[src/rtl/if_fetch.sv]
// ----------------------------------------------------------------------------
// if_fetch : instruction-fetch stage.
//   Holds the PC, presents it to the combinational instruction ROM and
//   registers the returned word into the IF/ID pipeline register.
//   Handles stall, branch redirect (with a pending-redirect buffer used while
//   stalled) and exception flush.
//   Optional feature macro: DELAY_SLOT_EN
//     defined   - the word fetched in a redirect cycle is kept as a live
//                 delay-slot instruction.
//     undefined - that word is squashed into a bubble (default build).
// ----------------------------------------------------------------------------
module if_fetch #(
   parameter int                 ADDR_W   = 32,
   parameter int                 DATA_W   = 32,
   parameter logic [ADDR_W-1:0]  RESET_PC = '0
) (
   input  logic              clk,
   input  logic              rst,
   output logic [ADDR_W-1:0] imem_addr,
   input  logic [DATA_W-1:0] imem_inst,
   input  logic              stall,
   input  logic              redirect_valid,
   input  logic [ADDR_W-1:0] redirect_target,
   input  logic              flush,
   input  logic [ADDR_W-1:0] flush_target,
   output logic [ADDR_W-1:0] id_pc,
   output logic [DATA_W-1:0] id_inst,
   output logic              id_valid,
   output logic              id_adel
);

`ifdef DELAY_SLOT_EN
   localparam bit DELAY_SLOT = 1'b1;
`else
   localparam bit DELAY_SLOT = 1'b0;
`endif

   logic [ADDR_W-1:0] pc;
   logic              pend_valid;
   logic [ADDR_W-1:0] pend_target;

   logic [ADDR_W-1:0] pc_nxt;
   logic [ADDR_W-1:0] id_pc_nxt;
   logic [DATA_W-1:0] id_inst_nxt;
   logic              id_valid_nxt;
   logic              id_adel_nxt;
   logic              pend_valid_nxt;
   logic [ADDR_W-1:0] pend_target_nxt;
   logic              take_redirect;
   logic              misaligned;

   // The ROM is addressed directly by the PC; there is no enable.
   assign imem_addr  = pc;
   assign misaligned = (pc[1:0] != 2'b00);

   // Next-state selection: flush beats stall, stall beats any redirect,
   // a buffered redirect beats a live one, otherwise fetch sequentially.
   always_comb begin
      pc_nxt          = pc;
      id_pc_nxt       = id_pc;
      id_inst_nxt     = id_inst;
      id_valid_nxt    = id_valid;
      id_adel_nxt     = id_adel;
      pend_valid_nxt  = pend_valid;
      pend_target_nxt = pend_target;
      take_redirect   = 1'b0;

      if (flush) begin
         pc_nxt         = flush_target;
         id_valid_nxt   = 1'b0;
         id_inst_nxt    = '0;
         id_adel_nxt    = 1'b0;
         pend_valid_nxt = 1'b0;
      end else if (stall) begin
         if (redirect_valid) begin
            pend_target_nxt = redirect_target;
            pend_valid_nxt  = 1'b1;
         end
      end else begin
         id_pc_nxt    = pc;
         id_valid_nxt = 1'b1;
         if (misaligned) begin
            id_inst_nxt = '0;
            id_adel_nxt = 1'b1;
         end else begin
            id_inst_nxt = imem_inst;
            id_adel_nxt = 1'b0;
         end

         if (pend_valid) begin
            pc_nxt         = pend_target;
            pend_valid_nxt = 1'b0;
            take_redirect  = 1'b1;
         end else if (redirect_valid) begin
            pc_nxt        = redirect_target;
            take_redirect = 1'b1;
         end else begin
            pc_nxt = pc + ADDR_W'(4);
         end

         if (take_redirect && !DELAY_SLOT) begin
            id_valid_nxt = 1'b0;
            id_inst_nxt  = '0;
            id_adel_nxt  = 1'b0;
         end
      end
   end

   // State registers for the PC, the pending redirect and IF/ID.
   always_ff @(posedge clk or negedge rst) begin
      if (!rst) begin
         pc          <= RESET_PC;
         pend_valid  <= 1'b0;
         pend_target <= '0;
         id_pc       <= '0;
         id_inst     <= '0;
         id_valid    <= 1'b0;
         id_adel     <= 1'b0;
      end else begin
         pc          <= pc_nxt;
         pend_valid  <= pend_valid_nxt;
         pend_target <= pend_target_nxt;
         id_pc       <= id_pc_nxt;
         id_inst     <= id_inst_nxt;
         id_valid    <= id_valid_nxt;
         id_adel     <= id_adel_nxt;
      end
   end

endmodule

[config.mk]
export PLATFORM = sky130hd
export DESIGN_NAME = if_fetch
export DESIGN_NICKNAME = d
export VERILOG_FILES = /design/src/rtl/if_fetch.sv
export SDC_FILE = /design/constraint.sdc
export NUM_CORES = 1
export LEC_CHECK = 0
export BUFFER_PORTS_ARGS = -buffer_cell sky130_fd_sc_hd__buf_2
export CAP_MARGIN = 20
export CORE_ASPECT_RATIO = 1.2
export CORE_MARGIN = 2
export CORE_UTILIZATION = 29
export CTS_BUF_LIST = sky130_fd_sc_hd__clkbuf_4
export DETAILED_ROUTE_END_ITERATION = 7
export SETUP_SLACK_MARGIN = 0.5
export SLEW_MARGIN = 20
export SYNTH_ARGS = -nofsm -noshare
export SYNTH_HDL_FRONTEND = slang
export SYNTH_SLANG_ARGS = --single-unit
[constraint.sdc]
create_clock -name clk -period 3.9 [get_ports clk]
set_input_delay 0.195 -clock clk [delete_from_list [all_inputs] [get_ports clk]]
set_output_delay 0.195 -clock clk [all_outputs]
set_load 0.02 [all_outputs]
== After elaboration in Yosys (flattened, before gate mapping) ==
Cells that the tools add are included.

* Add/sub/neg operators: 1
* Equal/unequal tests: 2
* Mux-type cells: 22
* Bitwise gates (word level): 2
* Reductions and logical operators: 3

{| class="wikitable"
|+ Operators with widths
! kind !! count
|-
| 2-to-1 mux 32 bit || 8
|-
| adder 32 x 3 -> 32 bit, second input constant || 1
|-
| 2-to-1 mux 1 bit || 14
|-
| inequality test 3 x 1 -> 1 bit, second input constant || 1
|-
| AND reduction 3 bit || 1
|-
| inequality test 2 x 1 -> 1 bit, second input constant || 1
|-
| NOT 1 bit || 2
|-
| AND reduction 2 bit || 1
|-
| nonzero test 2 bit || 1
|}

* Flip-flop bits (word level): 131
* Bits of input ports: 101
* Output and inout port bits: 98
* Word-level logic and storage cells: 37

== Logic depth before layout (Yosys ltp) ==
* Depth after elaboration: 7
* Depth in mapped cells: 7
* Depth with buffers taken out: 6

== Worst setup path before layout ==
No wires, ideal clock.

* Kind: flip-flop to flip-flop
* Start point: register pc[2], in the netlist imem_addr[2]
* End point: register pc[22], in the netlist imem_addr[22]
* Setup time: 0.132 ns
* Data arrival time: 1.850 ns
* Data required time: 3.768 ns
* Path slack: 1.918 ns
* Cell stages (with the launch flop): 7
* Path buffers: 0
* Clock period less this slack: 1.982 ns
* Cells stage by stage: dfrtp_1 -> ha_1 -> nand4_1 -> or3_1 -> o31a_1 -> o21ai_0 -> a21oi_1

* Longest elaborated chain between the ends: 5

{| class="wikitable"
|+ RTL lines
! element !! RTL line !! text
|-
| from (decl) || 38 || <nowiki>logic [ADDR_W-1:0] pc;</nowiki>
|-
| from (signal assigned) || 120 || <nowiki>pc <= pc_nxt;</nowiki>
|-
| adder 32 x 3 -> 32 bit || 98 || <nowiki>pc_nxt = pc + ADDR_W'(4);</nowiki>
|-
| 2-to-1 mux 32 bit || 94 || <nowiki>end else if (redirect_valid) begin</nowiki>
|-
| 2-to-1 mux 32 bit || 90 || <nowiki>if (pend_valid) begin</nowiki>
|-
| 2-to-1 mux 32 bit || 74 || <nowiki>end else if (stall) begin</nowiki>
|-
| 2-to-1 mux 32 bit || 68 || <nowiki>if (flush) begin</nowiki>
|}

No other way between the ends. The select of a mux whose other input is x is not followed.
A chain may end at the register's enable or synchronous reset.

== Worst setup path in the final report ==
* Start point: input port flush
* End point: register id_inst[31]

* Longest elaborated chain between the ends: 1
* Elaborated cells on any way between the ends: 2
* Those cells by class: 1 x eq/ne; 1 x mux

{| class="wikitable"
|+ RTL lines
! element !! RTL line !! text
|-
| from (decl) || 24 || <nowiki>input logic flush,</nowiki>
|-
| inequality test 2 x 1 -> 1 bit (no source line) or 2-to-1 mux 32 bit (tied branches) || n/a ||
|-
| to (signal assigned) || 124 || <nowiki>id_inst <= id_inst_nxt;</nowiki>
|-
| to (decl) || 27 || <nowiki>output logic [DATA_W-1:0] id_inst,</nowiki>
|}

Parallel ways exist; a longest one is shown, timed or not.

==> metrics.md <==
| Metric | Value |
|---|---|
| Status | finished, final reports clean |
| Crit end category | flop |
| Setup TNS | 0 ns |
| Slew Limit Fails | 0 |
| Max Clock Freq | roughly 0.42 GHz |
| Tmin final | about 2.4 ns |
| Min-Delay Startpoint | flush_target[23] |
| Final core occ | roughly two fifths |
| Final Non-Filler Cells | 1177 |
| Num rows | 58 |
| Final hold slack | approximately 0.097 ns |
| Drt total wl | just over 20000 um |
| Switch share | between 30% and 40% |
| DRT iter0 DRCs | 288 |
| Area delta synth->final | 40.8% |
| Top-Level Pins | between 150 and 200 |
| # setup viols final | 0 |
| First-pass GRT wire length | between 30000 and 40000 um |
| Drt pass-1 iters | 5 |
| FF+latch count, synth | about 130 |
| NetSw | 1.13 mW |
| CP Class | input port to flop |
| Hold/Removal Path Class | input port to flop |
| Antenna Violating Nets Remaining | 0 |
| Grt total ovfl | 0 |
| Max_cap viols | 0 |
| Register Area | around 3300 sq um |
| Routability cong. | between 0.8 and 0.9 |
| IO Port Bufs | 198 |
| Relative slew slack | roughly 29% |
| Count of final hold-check violations | 0 |
| Post-synth design cell area | between 6000 and 7000 sq um |
| Vias/cell | 4.97 |
| Clock latency on the worst-skew pair | 0.56 ns |
| RSZ-0062 raised after global routing | false |
| CP arrival | 2.88 ns |
| Share of the synthesized area in the top cell type | between 50% and 60% |
| Dpl hpwl | 14100 um |
| Post-synthesis area per instance | approximately 10 sq um |
| Die area | 22200 sq um |
| R2r worst-path depth | 6 |
| P_int | between 2 and 2.5 mW |
| Clk_skew | about 0.019 ns |
| R2R Path Start | imem_addr[2] |
| Fill count | between 2000 and 2500 |
| Cells after synthesis | 611 |
| H-tree depth | 4 |
| NumNets Final | about 1000 |
| # hold bufs at CTS | 96 |
| Worst path cell trace | buf_2, nor2_2, nand2_1, nor3_2, buf_4, a22o_1 |
| Slew of the pin with the lowest slew margin | 1.06 ns |
| Largest net degree at the start of global routing | ~110 |
| Top cells by area, synth | dfrtp_1, nand2_1, mux2_2 |
| Crit path max fanout | 55 |
| Hold-critical path depth | 4 |
| Synth Warn # | 0 |
| CP max stage cell | nor2_2 |
| Leak Pwr | ~4.1 nW |
| Sink Count | approximately 130 |
| Dpl cells | between 1000 and 1500 |
| Pwr Total | 3.29 mW |
| Routed WL per cell | approximately 17 um |
| Die Height | approximately 160 um |
| Share of cells above drive strength 1 | 30.9% |
| CTS Buf Count | 17 |
| Combinational group share of total power | a little under a quarter |
| Post-synthesis sequential area ratio | between 50 and 60% |
| Data required time of the critical path | around 4.4 ns |
| Via count | slightly below 6000 |
| Crit path launch | flush |
| Initial Utilization | 29.3% |
| Clk buf depth | 2 |
| Core Box Area | about 21000 sq um |
| Gr usage total | about 18% |
| VDD IR max | ~0.18 mV |
| Root buffer cell | clkbuf_4 |
| Multi-input logic area | around 2600 sq um |
| Yosys cell types | 43 |
| Vias in the first global route | 5690 |
| Die width | 136 um |
| Clock network fraction of design power | 26.6% |
| Clock-pin transition on the worst setup and hold timing paths | 0.12 ns |
| Initial antenna violation count | 1 |
| Post-CTS Setup Bufs | 0 |
| Final Cycle Share | 61.3% |
| Drc violations | 0 |
| Area leader, netlist | dfrtp_1 |
| Post-Syn Nets | 713 |
| Pwr dens | 383 nW/um^2 |
| Startpoint Class | input port |
| CTS tree | yes |
| Sequential share of power | 50.5% |
| Worst path max stage delay | about 0.97 ns |
| PostCTS Resize Cnt | 0 |
-- per-layer routing --
metal / vias up / global-route usage [%] / routed length [um]
li1: 2776 / - / -
met3: 39 / 3.98 / 1190
met4: 0 / 8.43 / 686
met5: - / 0 / 0
met1: 2815 / 21.9 / 8500
met2: 216 / 31.0 / 10100
-- state kept, by name, indices dropped and copies added (netlist names) --
signal       cells
id_adel          1
id_inst         32
id_pc           32
id_valid         1
imem_addr       32
pend_target     32
pend_valid       1
-- synthesized netlist by cell type --
cell type  instances
nor3_1            14
mux2_2            30
or3_1              3
nand2_1          112
mux2i_1            6
nor2_1            21
nor3_2             1
buf_1              2
a31oi_1            2
o221ai_1           7
o31a_1             3
a22oi_1            8
a211oi_1           2
o2bb2ai_1          1
o21a_1             1
nand2b_1           2
xnor2_1            7
a221oi_1          13
and3_1             2
xor2_1             7
nand4_1            8
o31ai_1            2
inv_1             19
ha_1               1
a22o_1            34
nor4_1             6
nor4_2             1
a21oi_1           54
nand3_1           12
nor2b_1            3
a2bb2oi_1          1
o21ai_0           38
o211ai_1           2
or2_2              3
nand4_2            1
buf_2              4
o221ai_2           1
dfrtp_1          131
or4_4              1
nor4_4             1
a221o_1            3
clkbuf_1          34
o22ai_1            7
-- worst max-delay path: cells and delay by family --
family / cells / cell delay [ns]
AND/OR/NAND/NOR: 3 / 1.67
buffers and inverters: 2 / 0.77
AO/OA/AOI/OAI: 1 / 0.21
-- cell type report --
type | instances | area share [%]
diodes | 1 | 0.0292
clock buffers | 17 | 1.49
clock inverters | 15 | 1.56
inverters | 19 | 0.831
multi-input cells | 421 | 30.3
flip-flops and latches | 131 | 38.2
well taps | 270 | 3.94
repair buffers | 303 | 23.6
-- cell families (layout without fill, tap and decap cells) --
family,Yosys count,after routing,synth area share [%]
xor+xnor,14,14,2.01
fa+ha+maj,1,1,0.205
simple gates,191,191,14.2
compound gates,179,179,19.5
mux,36,36,6.53
other cells,0,1,0
buf+inv,59,354,3.72
flops,131,131,53.8
-- power groups by stage --
stage	registers, mW	clock network (mW)	logic [mW]
finish	1.66	0.875	0.754
global route	1.68	0.969	0.828
CTS	1.66	0.913	0.761
detailed placement	1.69	0	0.682
global placement	1.68	0	0.676
floorplan	1.77	0	0.289
-- per-stage QoR --
stage	area (sq um)	setup WS, ns
floorplan	6090	1.92
global placement	7350	1.02
detailed placement	7350	0.945
CTS	8580	1.55
global route	8580	1.27
finish	8580	1.51
-- cell usage in the layout, fill, tap and decap left out, types with 3 or more instances in the layout --
cell type      count
clkinvlp_4         4
a221oi_1          13
inv_1             19
clkinv_4           3
nand4_1            8
or2_2              3
dlygate4sd3_1     96
xnor2_1            7
a22o_1            34
o21ai_0           38
mux2i_1            6
xor2_1             7
or3_1              3
dfrtp_1          131
nor3_1            13
nand2_1          112
o221ai_1           7
nand3_1           12
mux2_2            30
buf_2            197
nor2_1            20
o31a_1             3
a21oi_1           54
clkbuf_4          17
buf_4              9
a221o_1            3
nor4_1             6
inv_6              4
a22oi_1            8
o22ai_1            7
-- worst paths after layout --
check                                end  slack [ns]
min                        imem_addr[23]         0.1
min in group asynchronous     id_inst[2]        0.30
max                          id_inst[31]        1.51
max reg2reg                imem_addr[30]        1.56
max in group asynchronous     id_inst[9]        2.68
min reg2reg                     id_pc[2]        0.49
No activity file was read; power rests on OpenSTA's default activity.
